===== src/rtl/uart_rx_fifo_pkg.sv =====
// Shared UART receive-path constants.
//   DEFAULT_DATA_WIDTH : width of a received byte
//   DEFAULT_DEPTH_LOG2 : log2 of the receive FIFO depth
//   capture_state_t    : states of the receiver capture/acknowledge FSM
package uart_rx_fifo_pkg;

  localparam int DEFAULT_DATA_WIDTH = 8;
  localparam int DEFAULT_DEPTH_LOG2 = 4;

  typedef enum logic {
    sIdle = 1'b0,  // waiting for the receiver to flag a byte
    sAck  = 1'b1   // byte taken, acknowledging until rx_ready drops
  } capture_state_t;

endpackage


===== src/rtl/uart_rx_fifo_sync_fifo.sv =====
// Synchronous FIFO with registered read data.
//   clk, reset : clock and synchronous active-high reset
//   wr_en      : write wr_data this cycle (caller guarantees a free slot,
//                or a same-cycle read of a full FIFO)
//   rd_en      : read request; ignored while empty
//   rd_data    : registered read data, holds between reads
//   rd_valid   : one-cycle pulse, rd_data holds a new entry
//   empty/full : derived from the registered occupancy count
//   count      : current occupancy, 0 .. 2**DEPTH_LOG2
module sync_fifo
  import uart_rx_fifo_pkg::*;
#(
  parameter int DATA_WIDTH = DEFAULT_DATA_WIDTH,
  parameter int DEPTH_LOG2 = DEFAULT_DEPTH_LOG2
) (
  input  logic                  clk,
  input  logic                  reset,
  input  logic                  wr_en,
  input  logic [DATA_WIDTH-1:0] wr_data,
  input  logic                  rd_en,
  output logic [DATA_WIDTH-1:0] rd_data,
  output logic                  rd_valid,
  output logic                  empty,
  output logic                  full,
  output logic [DEPTH_LOG2:0]   count
);

  localparam int                DEPTH      = 1 << DEPTH_LOG2;
  localparam logic [DEPTH_LOG2:0] FULL_COUNT = (DEPTH_LOG2 + 1)'(DEPTH);

  logic [DATA_WIDTH-1:0] mem [DEPTH];
  logic [DEPTH_LOG2-1:0] wr_ptr;
  logic [DEPTH_LOG2-1:0] rd_ptr;
  logic                  do_rd;

  // A read of an empty FIFO is dropped, so a write into an empty FIFO is
  // never visible on rd_data in the same cycle.
  assign do_rd = rd_en && !empty;
  assign empty = (count == '0);
  assign full  = (count == FULL_COUNT);

  // NOTE: the storage array has no reset; only pointers and count define
  // which entries are meaningful, and a resettable RAM would not map to
  // memory macros.
  always_ff @(posedge clk) begin
    if (wr_en) mem[wr_ptr] <= wr_data;
  end

  // NOTE: sequential state uses non-blocking assignments so every register
  // sees the pre-edge value of every other register.
  always_ff @(posedge clk) begin
    if (reset) begin
      wr_ptr   <= '0;
      rd_ptr   <= '0;
      count    <= '0;
      rd_data  <= '0;
      rd_valid <= 1'b0;
    end else begin
      rd_valid <= do_rd;
      if (wr_en) wr_ptr <= wr_ptr + 1'b1;
      if (do_rd) begin
        rd_data <= mem[rd_ptr];
        rd_ptr  <= rd_ptr + 1'b1;
      end
      unique case ({wr_en, do_rd})
        2'b10:   count <= count + 1'b1;
        2'b01:   count <= count - 1'b1;
        default: count <= count;
      endcase
    end
  end

endmodule


===== src/rtl/uart_rx_fifo.sv =====
// Receive buffer sitting directly behind the UART receiver.
//   clk, reset      : clock shared with the receiver, sync active-high reset
//   rx_data/rx_ready: byte and level "byte available" flag from the receiver
//   rx_reset_ready  : registered acknowledge back to the receiver
//   rd_en           : consumer read request
//   rd_data/rd_valid: registered read data and its one-cycle valid pulse
//   empty/full/count: FIFO occupancy status
//   overflow        : sticky, a byte arrived while the FIFO was full
//   clear_overflow  : clears overflow (a same-cycle drop wins)
module uart_rx_fifo
  import uart_rx_fifo_pkg::*;
#(
  parameter int DATA_WIDTH = DEFAULT_DATA_WIDTH,
  parameter int DEPTH_LOG2 = DEFAULT_DEPTH_LOG2
) (
  input  logic                  clk,
  input  logic                  reset,
  input  logic [DATA_WIDTH-1:0] rx_data,
  input  logic                  rx_ready,
  output logic                  rx_reset_ready,
  input  logic                  rd_en,
  output logic [DATA_WIDTH-1:0] rd_data,
  output logic                  rd_valid,
  output logic                  empty,
  output logic                  full,
  output logic [DEPTH_LOG2:0]   count,
  output logic                  overflow,
  input  logic                  clear_overflow
);

  capture_state_t state;
  logic           capture;
  logic           wr_accept;
  logic           drop;

  // One capture per rx_ready assertion: only the idle state samples the byte.
  assign capture   = (state == sIdle) && rx_ready;
  // A full FIFO is never empty, so rd_en alone guarantees the read that
  // frees the slot this write needs.
  assign wr_accept = capture && (!full || rd_en);
  assign drop      = capture && !wr_accept;

  sync_fifo #(
    .DATA_WIDTH (DATA_WIDTH),
    .DEPTH_LOG2 (DEPTH_LOG2)
  ) u_fifo (
    .clk      (clk),
    .reset    (reset),
    .wr_en    (wr_accept),
    .wr_data  (rx_data),
    .rd_en    (rd_en),
    .rd_data  (rd_data),
    .rd_valid (rd_valid),
    .empty    (empty),
    .full     (full),
    .count    (count)
  );

  // Dropped bytes are acknowledged like accepted ones so the receiver
  // never stalls waiting on a full buffer.
  always_ff @(posedge clk) begin
    if (reset) begin
      state          <= sIdle;
      rx_reset_ready <= 1'b0;
    end else begin
      unique case (state)
        sIdle: if (rx_ready) begin
          state          <= sAck;
          rx_reset_ready <= 1'b1;
        end
        sAck: if (!rx_ready) begin
          state          <= sIdle;
          rx_reset_ready <= 1'b0;
        end
        default: begin
          state          <= sIdle;
          rx_reset_ready <= 1'b0;
        end
      endcase
    end
  end

  always_ff @(posedge clk) begin
    if (reset)               overflow <= 1'b0;
    else if (drop)           overflow <= 1'b1;
    else if (clear_overflow) overflow <= 1'b0;
  end

endmodule

===== config.mk =====
export PLATFORM = sky130hd
export DESIGN_NAME = uart_rx_fifo
export DESIGN_NICKNAME = d
export VERILOG_FILES = /design/src/rtl/uart_rx_fifo_pkg.sv /design/src/rtl/uart_rx_fifo_sync_fifo.sv /design/src/rtl/uart_rx_fifo.sv
export SDC_FILE = /design/constraint.sdc
export NUM_CORES = 1
export LEC_CHECK = 0
export BUFFER_PORTS_ARGS = -buffer_cell sky130_fd_sc_hd__buf_2
export CAP_MARGIN = 10
export CORE_ASPECT_RATIO = 0.5
export CORE_MARGIN = 1
export CORE_UTILIZATION = 30
export CTS_CLUSTER_SIZE = 14
export DETAILED_ROUTE_END_ITERATION = 12
export PLACE_DENSITY = 0.5
export SLEW_MARGIN = 15
export SYNTH_ARGS = -nofsm -noshare
export SYNTH_HDL_FRONTEND = slang
export SYNTH_SLANG_ARGS = --single-unit

===== constraint.sdc =====
create_clock -name clk -period 2.85 [get_ports clk]
set_input_delay 0.7125 -clock clk [delete_from_list [all_inputs] [get_ports clk]]
set_output_delay 0.7125 -clock clk [all_outputs]
set_load 0.03 [all_outputs]

==> results.md, run 1 <==
- Fill count: 1838
- Cts hold-fix bufs: 0
- Largest net degree at the start of global routing: 67
- Worst Hold Depth: 2
- WP data required: 3.16 ns
- Synth cell types: 36
- Final hold vios: 0
- Reg2reg start: u_fifo.count[2]$_SDFFE_PP0P_
- Clock Pin Slew Worst Setup and Hold Paths: 0.07 ns
- Async SR Flop Fraction: 0
- Layout Cells excl Fill: 735
- CP Launch Type: flip-flop
- GRT Overall Usage: 0.135
- CTS tree: done
- IO buf count: 30
- Mapped Avg Cell Area: 15.1 µm²
- Crit share post-route: 0.987
- DP Cell Count: 703
- Final setup vio count: 0
- #FFs+latches synth: 153
- Initial DRC Count: 258
- Clk_lat worst skew: 0.42 ns
- Vias per cell: 4.68
- Area Growth Syn to Fin: 18.6%
- Clock skew: 0.00816 ns
- Clock sink total: 153
- Worst r2r dst: u_fifo.count[4]$_SDFFE_PP0P_
- Share of cells above drive strength 1: 0.217
- Clk root buf: clkbuf_16
- GPL Wtd Cong: 0.736
- Detail Route Antenna Nets: 0
- Die area: 21100 µm²
- PwrDens: 829 nW/µm²
- Num CTS Buffers: 17
- Crit path capture type: flip-flop
- CTS max path bufs: 2
- Synth warnings: 0
- Post-Synthesis Cells: 407
- Via count: 3441
- Area leader, netlist: edfxtp_1
- Placed wire-length estimate: 8.34 mm
- Syn_nets: 431
- Max-slew headroom: 0.647
- Synth cell count leaders: edfxtp_1, mux2i_1, nor2_1, o22ai_1, dfxtp_1
- DRT Wirelength: 13.4 mm
- Io pins: 31
- EDFF count, synth: 128
- Hold path endpoint: rx_reset_ready$_SDFFE_PP0P_
- Largest cells by area after synthesis: edfxtp_1, mux2i_1, dfxtp_1, o22ai_1, nor2_1
- Floorplan row count: 36
- Core Area: 19700 µm²
- RSZ-0062 raised after global routing: yes
- Final Slew Violations: 0
- Drt pass-1 iters: 4
- Initial Utilization: 0.311
- Kind of critical path: flip-flop to flip-flop
- Maxcap violations: 0
- GRT Residual Overflow: 0
- Hold WC Path Type: flip-flop to flip-flop
- Die width: 204 µm
- Hold path start: rx_reset_ready$_SDFFE_PP0P_
- Peak Freq: 0.356 GHz
- H-tree levels: 4
- Post-synthesis sequential area ratio: 0.708
- Cell Area, Synth: 6130 µm²
- Routed wire per std cell: 18.2 µm
- Arr. time, crit path: 3.12 ns
- Setup slack, reg-to-reg: 0.04 ns
- Post-synth top flop: edfxtp_1
- Most frequent cell after synthesis: edfxtp_1
- Initial antenna violation count: 0
- First-pass GRT wire length: 20.1 mm
- Vias in the first global route: 3365
- Static Leak: 2.38 nW
- Final nets: 480
- Die Y: 103 µm
- TNS Setup: 0 ns
- Synth top area share: 0.627
- Tmin final: 2.81 ns
- Ant diodes: 0
- Max VDD drop: 415 µV
- Outcome: finished, final reports clean
- Worst-margin pin slew: 0.529 ns
- R2R depth: 11
- Drt drc: 0
- Crit-path max FO: 4
-- kinds of logic after synthesis --
family | after synthesis | synth area share
AOI/OAI and AO/OA | 52 | 0.0540
xor gates and xnor gates | 8 | 0.0114
buffers and inverters | 34 | 0.0275
DFF | 153 | 0.708
muxes | 66 | 0.108
adders and majority gates | 11 | 0.0237
and+or+nand+nor | 83 | 0.0673
-- how the worst max path moves through the flow --
stage,startpoint,end,slack [ns],cells past startpoint
after floorplan,u_fifo.count[2]$_SDFFE_PP0P_,u_fifo.count[4]$_SDFFE_PP0P_,-0.09,12
after global placement,u_fifo.count[2]$_SDFFE_PP0P_,u_fifo.count[4]$_SDFFE_PP0P_,0.007,11
after detailed placement,u_fifo.count[2]$_SDFFE_PP0P_,u_fifo.count[4]$_SDFFE_PP0P_,-0.03,11
after CTS,u_fifo.count[2]$_SDFFE_PP0P_,u_fifo.count[4]$_SDFFE_PP0P_,0.02,11
after global routing,u_fifo.count[2]$_SDFFE_PP0P_,u_fifo.count[4]$_SDFFE_PP0P_,-0.08,11
final,u_fifo.count[2]$_SDFFE_PP0P_,u_fifo.count[4]$_SDFFE_PP0P_,0.04,11
-- layer usage --
layer,global-route usage,wire [µm],up-vias
met1,0.180,6540,1703
li1,-,-,1647
met2,0.213,5960,74
met5,0,0,-
met4,0.0482,204,0
met3,0.0354,646,17
-- cells in the final DEF, fill, tap and decap left out, drive strengths merged --
| cell | instances |
|---|---|
| edfxtp | 128 |
| mux2i | 65 |
| buf | 53 |
| nor2 | 42 |
| o22ai | 32 |
| dfxtp | 25 |
| inv | 22 |
| clkbuf | 18 |
| ha | 10 |
| nand2 | 9 |
| nor4 | 8 |
| a211oi | 8 |
| a21oi | 8 |
| nor3 | 5 |
| xor2 | 5 |
| nor2b | 4 |
| nand3b | 3 |
| or3b | 3 |
| xnor2 | 3 |
| o21ai | 2 |
| nand2b | 2 |
| nand3 | 2 |
| clkinvlp | 2 |
| nand4 | 2 |
| or4 | 1 |
| o31a | 1 |
| or2 | 1 |
| or3 | 1 |
| a21o | 1 |
| mux2 | 1 |
| fa | 1 |
| clkinv | 1 |
-- timing repair --
action,CTS,global route
setup buffers,0,0
pin swaps,1,0
endpoints found under the setup margin,1,1
resized for setup,1,2
-- final cells by class --
cell class / instances / area (µm²) / area share
Timing Repair Buffer: 53 / 335 / 0.0461
Clock inverter: 14 / 130 / 0.0179
Sequential cell: 153 / 4360 / 0.599
Clock buffer: 18 / 429 / 0.0590
Tap cell: 266 / 333 / 0.0458
Inverter: 11 / 41.3 / 0.00568
Multi-Input combinational cell: 220 / 1650 / 0.227
-- through the flow --
stage | hold slack [ns] | total power (W) | utilization | instance area (µm²) | setup WS, ns
global route | 0.520 | 0.00631 | 0.369 | 7270 | -0.0785
detailed placement | 0.476 | 0.00394 | 0.340 | 6700 | -0.0284
floorplan | 0.499 | 0.00352 | - | 6160 | -0.0856
finish | 0.484 | 0.00603 | 0.369 | 7270 | 0.0381
CTS | 0.494 | 0.00608 | 0.368 | 7260 | 0.0218
global placement | 0.470 | 0.00392 | 0.340 | 6700 | 0.00681
-- state kept, by name (all words and copies together), names as in the netlist, 4 cells and up --
signal          cells
u_fifo.mem        128
u_fifo.wr_ptr       4
u_fifo.rd_data      8
u_fifo.rd_ptr       4
u_fifo.count        5
-- worst max-delay path, cell delays in order (launching register included) --
cell and delay [ns]:
dfxtp_4 0.34, or4_4 0.55, o31a_1 0.28, inv_2 0.07, ha_4 0.15, inv_2 0.04, fa_2 0.36, nor2b_4 0.13
o21ai_2 0.07, nand3_1 0.07, or3b_1 0.35, mux2_2 0.27
-- where the power goes --
part	internal, W	total (W)	switching [W]
Clock	0.00116	0.00214	0.000979
Combinational	0.000451	0.00125	0.000794
Sequential	0.00255	0.00265	0.0000936
(Power assumes the default switching activity.)
==> inputs of run 2 (changes only) <==
Settings changed: BUFFER_PORTS_ARGS -buffer_cell sky130_fd_sc_hd__buf_2 to -buffer_cell sky130_fd_sc_hd__buf_4.
==> results.md, run 2 (synthesized netlist as in run 1, its figures left out) <==
- Outcome: finished, final reports clean
- Die area: 21100 µm² (unchanged)
- Most common cell after layout, fill and taps aside: edfxtp_1
- PwrDens: 839 nW/µm² (+1.2%)
- Clock sink total: 153 (unchanged)
- Initial DRC Count: 161 (-38%)
- Core Area: 19700 µm² (unchanged)
- Share of cells above drive strength 1: 0.224 (+0.00662)
- Routed wire per std cell: 17.9 µm (-1.4%)
- Placed wire-length estimate: 8.61 mm (+3.2%)
- Top Usage Layer GRT: met2
- Io pins: 31 (unchanged)
- Max reg flops: 128 (unchanged)
- Worst-margin pin slew: 0.497 ns (-0.0323 ns)
- Clk_lat worst skew: 0.42 ns (about the same)
- Clock skew: 0.0103 ns (+0.00218 ns)
- DRT Wirelength: 13.2 mm (-0.88%)
- GRT Residual Overflow: 0 (unchanged)
- Final Slew Violations: 0 (unchanged)
- Via count: 3399 (-1.2%)
- IO buf count: 30 (unchanged)
- Final hold vios: 0 (unchanged)
- Die width: 204 µm (unchanged)
- GRT Overall Usage: 0.133 (-0.00152)
- Final Worst Setup Slack: 0.00405 ns (-0.0341 ns)
- Met1 GRT Util: 0.182 (+0.00240)
- Max-slew headroom: 0.666 (+0.0185)
- H-tree levels: 4 (unchanged)
- CTS tree: done
- Vias per cell: 4.60 (-1.8%)
- Initial Utilization: 0.311 (unchanged)
- Crit share post-route: 0.999 (+0.0120)
- First-pass GRT wire length: 19.8 mm (-1.4%)
- Maxcap violations: 0 (unchanged)
- Cts hold-fix bufs: 0 (unchanged)
- Final setup vio count: 0 (unchanged)
- Vias in the first global route: 3291 (-2.2%)
- Kind of critical path: flip-flop to flip-flop
- Max VDD drop: 428 µV (+3.0%)
- Die Y: 103 µm (unchanged)
- Peak Freq: 0.351 GHz (-1.2%)
- Largest net degree at the start of global routing: 40 (-40%)
- Tmin final: 2.85 ns (+0.0341 ns)
- GPL Wtd Cong: 0.769 (+4.5%)
- Drt pass-1 iters: 4 (unchanged)
- WP data required: 3.16 ns (about the same)
- Clock Pin Slew Worst Setup and Hold Paths: 0.07 ns (about the same)
- CTS max path bufs: 2 (unchanged)
- Most frequent cells in the layout: edfxtp_1, mux2i_1, buf_4, nor2_1, o22ai_1
- Regs by FF count: u_fifo.mem (128), u_fifo.rd_data (8), u_fifo.count (5)
- Floorplan row count: 36 (unchanged)
- Drt drc: 0 (unchanged)
- Pre-CTS setup slack: -0.0293 ns (-0.000942 ns)
- Final nets: 484 (+0.83%)
- Crit path capture type: flip-flop
- CP Launch Type: flip-flop
- Fill count: 1872 (+1.8%)
- Reg with most FFs: u_fifo.mem
- Static Leak: 2.43 nW (+1.9%)
- RSZ-0062 raised after global routing: yes
- GR Util met3: 0.0284 (-0.00695)
- Ant diodes: 0 (unchanged)
- Hold WC Path Type: flip-flop to flip-flop
- PnR Total Power: 0.00621 W (+3.0%)
- Num CTS Buffers: 17 (unchanged)
- Met2 usage: 0.208 (-0.00443)
- Arr. time, crit path: 3.16 ns (+0.04 ns)
- Worst hold slack: 0.489 ns (+0.00433 ns)
- Crit-path max FO: 4 (unchanged)
- Detail Route Antenna Nets: 0 (unchanged)
- Clk root buf: clkbuf_16
- Area Growth Syn to Fin: 20.7%
- Initial antenna violation count: 0 (unchanged)
==> run 2: worst max-delay path, stage by stage (launching register included) <==
cell     delay (ns)
dfxtp_4        0.34
or4_4          0.55
o31a_1         0.32
inv_2          0.07
ha_4           0.15
inv_2          0.05
fa_2           0.36
nor2b_4        0.13
o21ai_2        0.07
nand3_1        0.07
or3b_1         0.35
mux2_2         0.27
==> run 2: stage by stage <==
| step | cell area [µm²] | util | setup TNS [ns] | std cells |
|---|---|---|---|---|
| 3_3_place_gp | 6800 | 0.345 | 0 | 706 |
| 2_1_floorplan | 6160 | - | -0.0856 | 407 |
| 6_report | 7400 | 0.375 | 0 | 739 |
| 5_1_grt | 7400 | 0.375 | -0.129 | 739 |
| 4_1_cts | 7390 | 0.374 | 0 | 738 |
| 3_5_place_dp | 6800 | 0.345 | -0.0293 | 706 |
==> run 2: power by group <==
group	internal [W]	leakage, nW	switching [W]
Sequential	0.00255	1.36	0.0000982
Clock	0.00124	0.281	0.000959
Combinational	0.000545	0.783	0.000808
==> run 2: per-layer routing <==
metal,vias up,part of all wire
met5,-,0
met4,0,0.012
met3,12,0.057
met2,72,0.45
met1,1666,0.48
li1,1649,-
==> run 2: path summary, 6_finish.rpt <==
| check | from | to | slack (ns) | cells after the start |
|---|---|---|---|---|
| max reg2reg | u_fifo.count[2]$_SDFFE_PP0P_ | u_fifo.count[4]$_SDFFE_PP0P_ | 0.004 | 11 |
| max | u_fifo.count[2]$_SDFFE_PP0P_ | u_fifo.count[4]$_SDFFE_PP0P_ | 0.004 | 11 |
| min reg2reg | rx_reset_ready$_SDFFE_PP0P_ | rx_reset_ready$_SDFFE_PP0P_ | 0.49 | 2 |
| min | rx_reset_ready$_SDFFE_PP0P_ | rx_reset_ready$_SDFFE_PP0P_ | 0.49 | 2 |
==> run 2: repair_timing <==
item	CTS	global route
pin swaps	1	1
buffers inserted	0	1
gates resized for setup	1	2
endpoints found under the hold margin	0	0
endpoints found under the setup margin	1	1
==> run 2: final cells by class <==
cell class	count	area [µm²]	area share
Inverter	11	41.3	0.00558
Tap cell	266	333	0.0450
Sequential cell	153	4360	0.589
Clock buffer	18	429	0.0580
Multi-Input combinational cell	220	1650	0.223
Timing Repair Buffer	57	440	0.0595
Clock inverter	14	154	0.0208
==> inputs of run 3 (changes only) <==
Settings changed: SYNTH_HIERARCHICAL set to 1.
==> results.md, run 3 <==
- Syn_nets: 420 (-2.6%)
- Die area: 21300 µm² (+0.91%)
- Num CTS Buffers: 17 (unchanged)
- Final hold vios: 0 (unchanged)
- Kind of critical path: flip-flop to flip-flop
- Clock sink total: 153 (unchanged)
- Vias in the first global route: 3261 (-0.91%)
- Io pins: 31 (unchanged)
- Largest cells by area after synthesis: edfxtp_1, mux2i_1, dfxtp_1, o22ai_1, ha_1
- CTS max path bufs: 2 (unchanged)
- Most frequent cell after synthesis: edfxtp_1
- Max VDD drop: 483 µV (+13%)
- GRT Overall Usage: 0.132 (-0.000827)
- Clk_lat worst skew: 0.41 ns (about the same)
- Area post-placement: 6770 µm² (-0.42%)
- WP data required: 3.14 ns (-0.02 ns)
- Detail Route Antenna Nets: 0 (unchanged)
- Max-slew headroom: 0.681 (+0.0151)
- Most common cell after layout, fill and taps aside: edfxtp_1
- Setup slack, reg-to-reg: 0.15 ns (+0.14 ns)
- Clock Pin Slew Worst Setup and Hold Paths: 0.06 ns (about the same)
- Post-synthesis sequential area ratio: 0.702 (-0.00644)
- Worst hold slack: 0.468 ns (-0.0205 ns)
- Max reg flops: 128 (unchanged)
- Hold path start: rx_reset_ready$_SDFFE_PP0P_
- Largest net degree at the start of global routing: 31 (-23%)
- Arr. time, crit path: 2.99 ns (-0.17 ns)
- Metal-1 WL: 6.77 mm (+6.0%)
- Setup bufs post-CTS: 0 (unchanged)
- Floorplan row count: 36 (unchanged)
- Ant diodes: 0 (unchanged)
- Mapped Avg Cell Area: 15.6 µm² (+3.7%)
- CP Launch Type: flip-flop
- Top Layer Used: met4
- Peak Freq: 0.370 GHz (+5.4%)
- Routed length on met3: 671 µm (-11%)
- PwrDens: 844 nW/µm² (+0.59%)
- Maxcap violations: 0 (unchanged)
- RSZ-0062 raised after global routing: no
- Hold WC Path Type: flip-flop to flip-flop
- Worst Hold Depth: 2 (unchanged)
- PnR Total Power: 0.00621 W (about the same)
- Tmin final: 2.70 ns (-0.145 ns)
- Worst-margin pin slew: 0.475 ns (-0.0217 ns)
- Async SR Flop Fraction: 0 (unchanged)
- R2R depth: 11 (unchanged)
- Initial DRC Count: 223 (+39%)
- Vias per cell: 4.70 (+2.2%)
- Final nets: 457 (-5.6%)
- DP Cell Count: 680 (-3.7%)
- Most frequent cells in the layout: edfxtp_1, mux2i_1, buf_4, o22ai_1, nor2_1
- Core Area: 19800 µm² (+0.46%)
- Drt drc: 0 (unchanged)
- Drt pass-1 iters: 7 (+3)
- Synth warnings: 6 (+6)
- Synth top area share: 0.621 (-0.00570)
- Regs by FF count: u_fifo/mem (128), u_fifo/rd_data (8), u_fifo/count (5)
- Final Slew Violations: 0 (unchanged)
- Synth cell count leaders: edfxtp_1, mux2i_1, o22ai_1, nor2_1, dfxtp_1
- Worst r2r dst: u_fifo/count[4]$_SDFFE_PP0P_
- GPL Wtd Cong: 0.760 (-1.2%)
- Die Y: 104 µm (+0.45%)
- Post-synth top flop: edfxtp_1
- Cell Area, Synth: 6190 µm² (+0.92%)
- Routed wire per std cell: 18.9 µm (+5.7%)
- Hold path endpoint: rx_reset_ready$_SDFFE_PP0P_
- Post-CTS sizing: 0 (-1)
- Final setup vio count: 0 (unchanged)
- IO buf count: 30 (unchanged)
- Reg2reg start: u_fifo/count[1]$_SDFFE_PP0P_
- Reg with most FFs: u_fifo/mem
- GRT Residual Overflow: 0 (unchanged)
- Cts hold-fix bufs: 0 (unchanged)
- H-tree levels: 4 (unchanged)
- #FFs+latches synth: 153 (unchanged)
- Share of cells above drive strength 1: 0.202 (-0.0223)
- Clk root buf: clkbuf_16
- Static Leak: 2.37 nW (-2.4%)
- EDFF count, synth: 128 (unchanged)
- Initial Utilization: 0.312 (+0.00143)
- Crit path capture type: flip-flop
- Outcome: finished, final reports clean
- Area leader, netlist: edfxtp_1
- First-pass GRT wire length: 20.3 mm (+2.8%)
- Crit share post-route: 0.948 (-0.0508)
- Synth cell types: 38 (+5.6%)
- Crit-path max FO: 5 (+1)
- Placed wire-length estimate: 8.75 mm (+1.6%)
- Initial antenna violation count: 0 (unchanged)
- Die width: 205 µm (+0.45%)
- Post-Synthesis Cells: 396 (-2.7%)
- DRT Wirelength: 13.5 mm (+1.9%)
- WL met2: 5.84 mm (-1.6%)
- Area Growth Syn to Fin: 18.8%
- Layout Cells excl Fill: 712 (-3.7%)
- Via count: 3347 (-1.5%)
- CTS tree: done
- Clock skew: 0.0109 ns (+0.000519 ns)
- Design area: 7360 µm² (-0.63%)
## run 3: cell types whose count changed in the layout (fill, tap and decap cells not counted), moves of 5 or more
cell      before  now
a211oi_2       0    8
a211oi_1       8    0
buf_4         56   37
nor2_1        42   26
inv_8          5    0
a21oi_1        8    3
and2_1         0   16
## run 3: cells by family (layout without fill, tap and decap cells)
family,count (synthesis),in the layout,share of synthesized area
AOI/OAI and AO/OA,52,52,0.0616
adders and majority gates,11,11,0.0234
DFF,153,153,0.702
xor gates and xnor gates,9,9,0.0127
buffers and inverters,27,77,0.0228
and+or+nand+nor,75,75,0.0659
muxes,69,69,0.112
## run 3: power breakdown
part,switching [W],total (W),leakage [nW],internal [W]
clock network,0.000887,0.00221,0.282,0.00132
registers,0.000119,0.00268,1.36,0.00256
logic,0.000802,0.00131,0.724,0.000512
## run 3: how the worst max path moves through the flow
stage                     slack [ns]                         start                            to
after global placement          0.05                      rx_ready  u_fifo/count[4]$_SDFFE_PP0P_
after global routing            0.02  u_fifo/count[1]$_SDFFE_PP0P_  u_fifo/count[4]$_SDFFE_PP0P_
after CTS                       0.10  u_fifo/count[1]$_SDFFE_PP0P_  u_fifo/count[4]$_SDFFE_PP0P_
after floorplan                0.004  u_fifo/count[1]$_SDFFE_PP0P_  u_fifo/count[4]$_SDFFE_PP0P_
final                           0.15  u_fifo/count[1]$_SDFFE_PP0P_  u_fifo/count[4]$_SDFFE_PP0P_
after detailed placement      -0.002                      rx_ready  u_fifo/count[4]$_SDFFE_PP0P_
## run 3: routing by layer
metal	global-route usage	vias to the layer above
met5	0	-
met4	0.0429	0
met3	0.0334	11
met2	0.184	82
met1	0.199	1656
li1	-	1598
## run 3: area by class of cell
type | count | area, µm²
fillers | 1870 | 12500
flip-flops and latches | 153 | 4350
well taps | 266 | 333
clock buffers | 20 | 447
repair buffers | 39 | 318
inverters | 6 | 22.5
multi-input cells | 216 | 1740
clock inverters | 12 | 138
## run 3: stage by stage
step,util,worst slack (ns),TNS (ns)
finish,0.371,0.149,0
detailed placement,0.342,-0.00195,-0.00195
global route,0.371,0.0159,0
floorplan,-,0.00440,0
global placement,0.342,0.0538,0
CTS,0.371,0.102,0
## run 3: critical path: stages (launching register included)
cell      delay [ns]
dfxtp_4         0.36
or4_4           0.57
nor2_4          0.15
a21boi_1        0.11
inv_2           0.09
ha_4            0.16
buf_4           0.12
ha_4            0.19
a21o_1          0.16
a21oi_2         0.14
mux2i_1         0.20
mux2_2          0.34
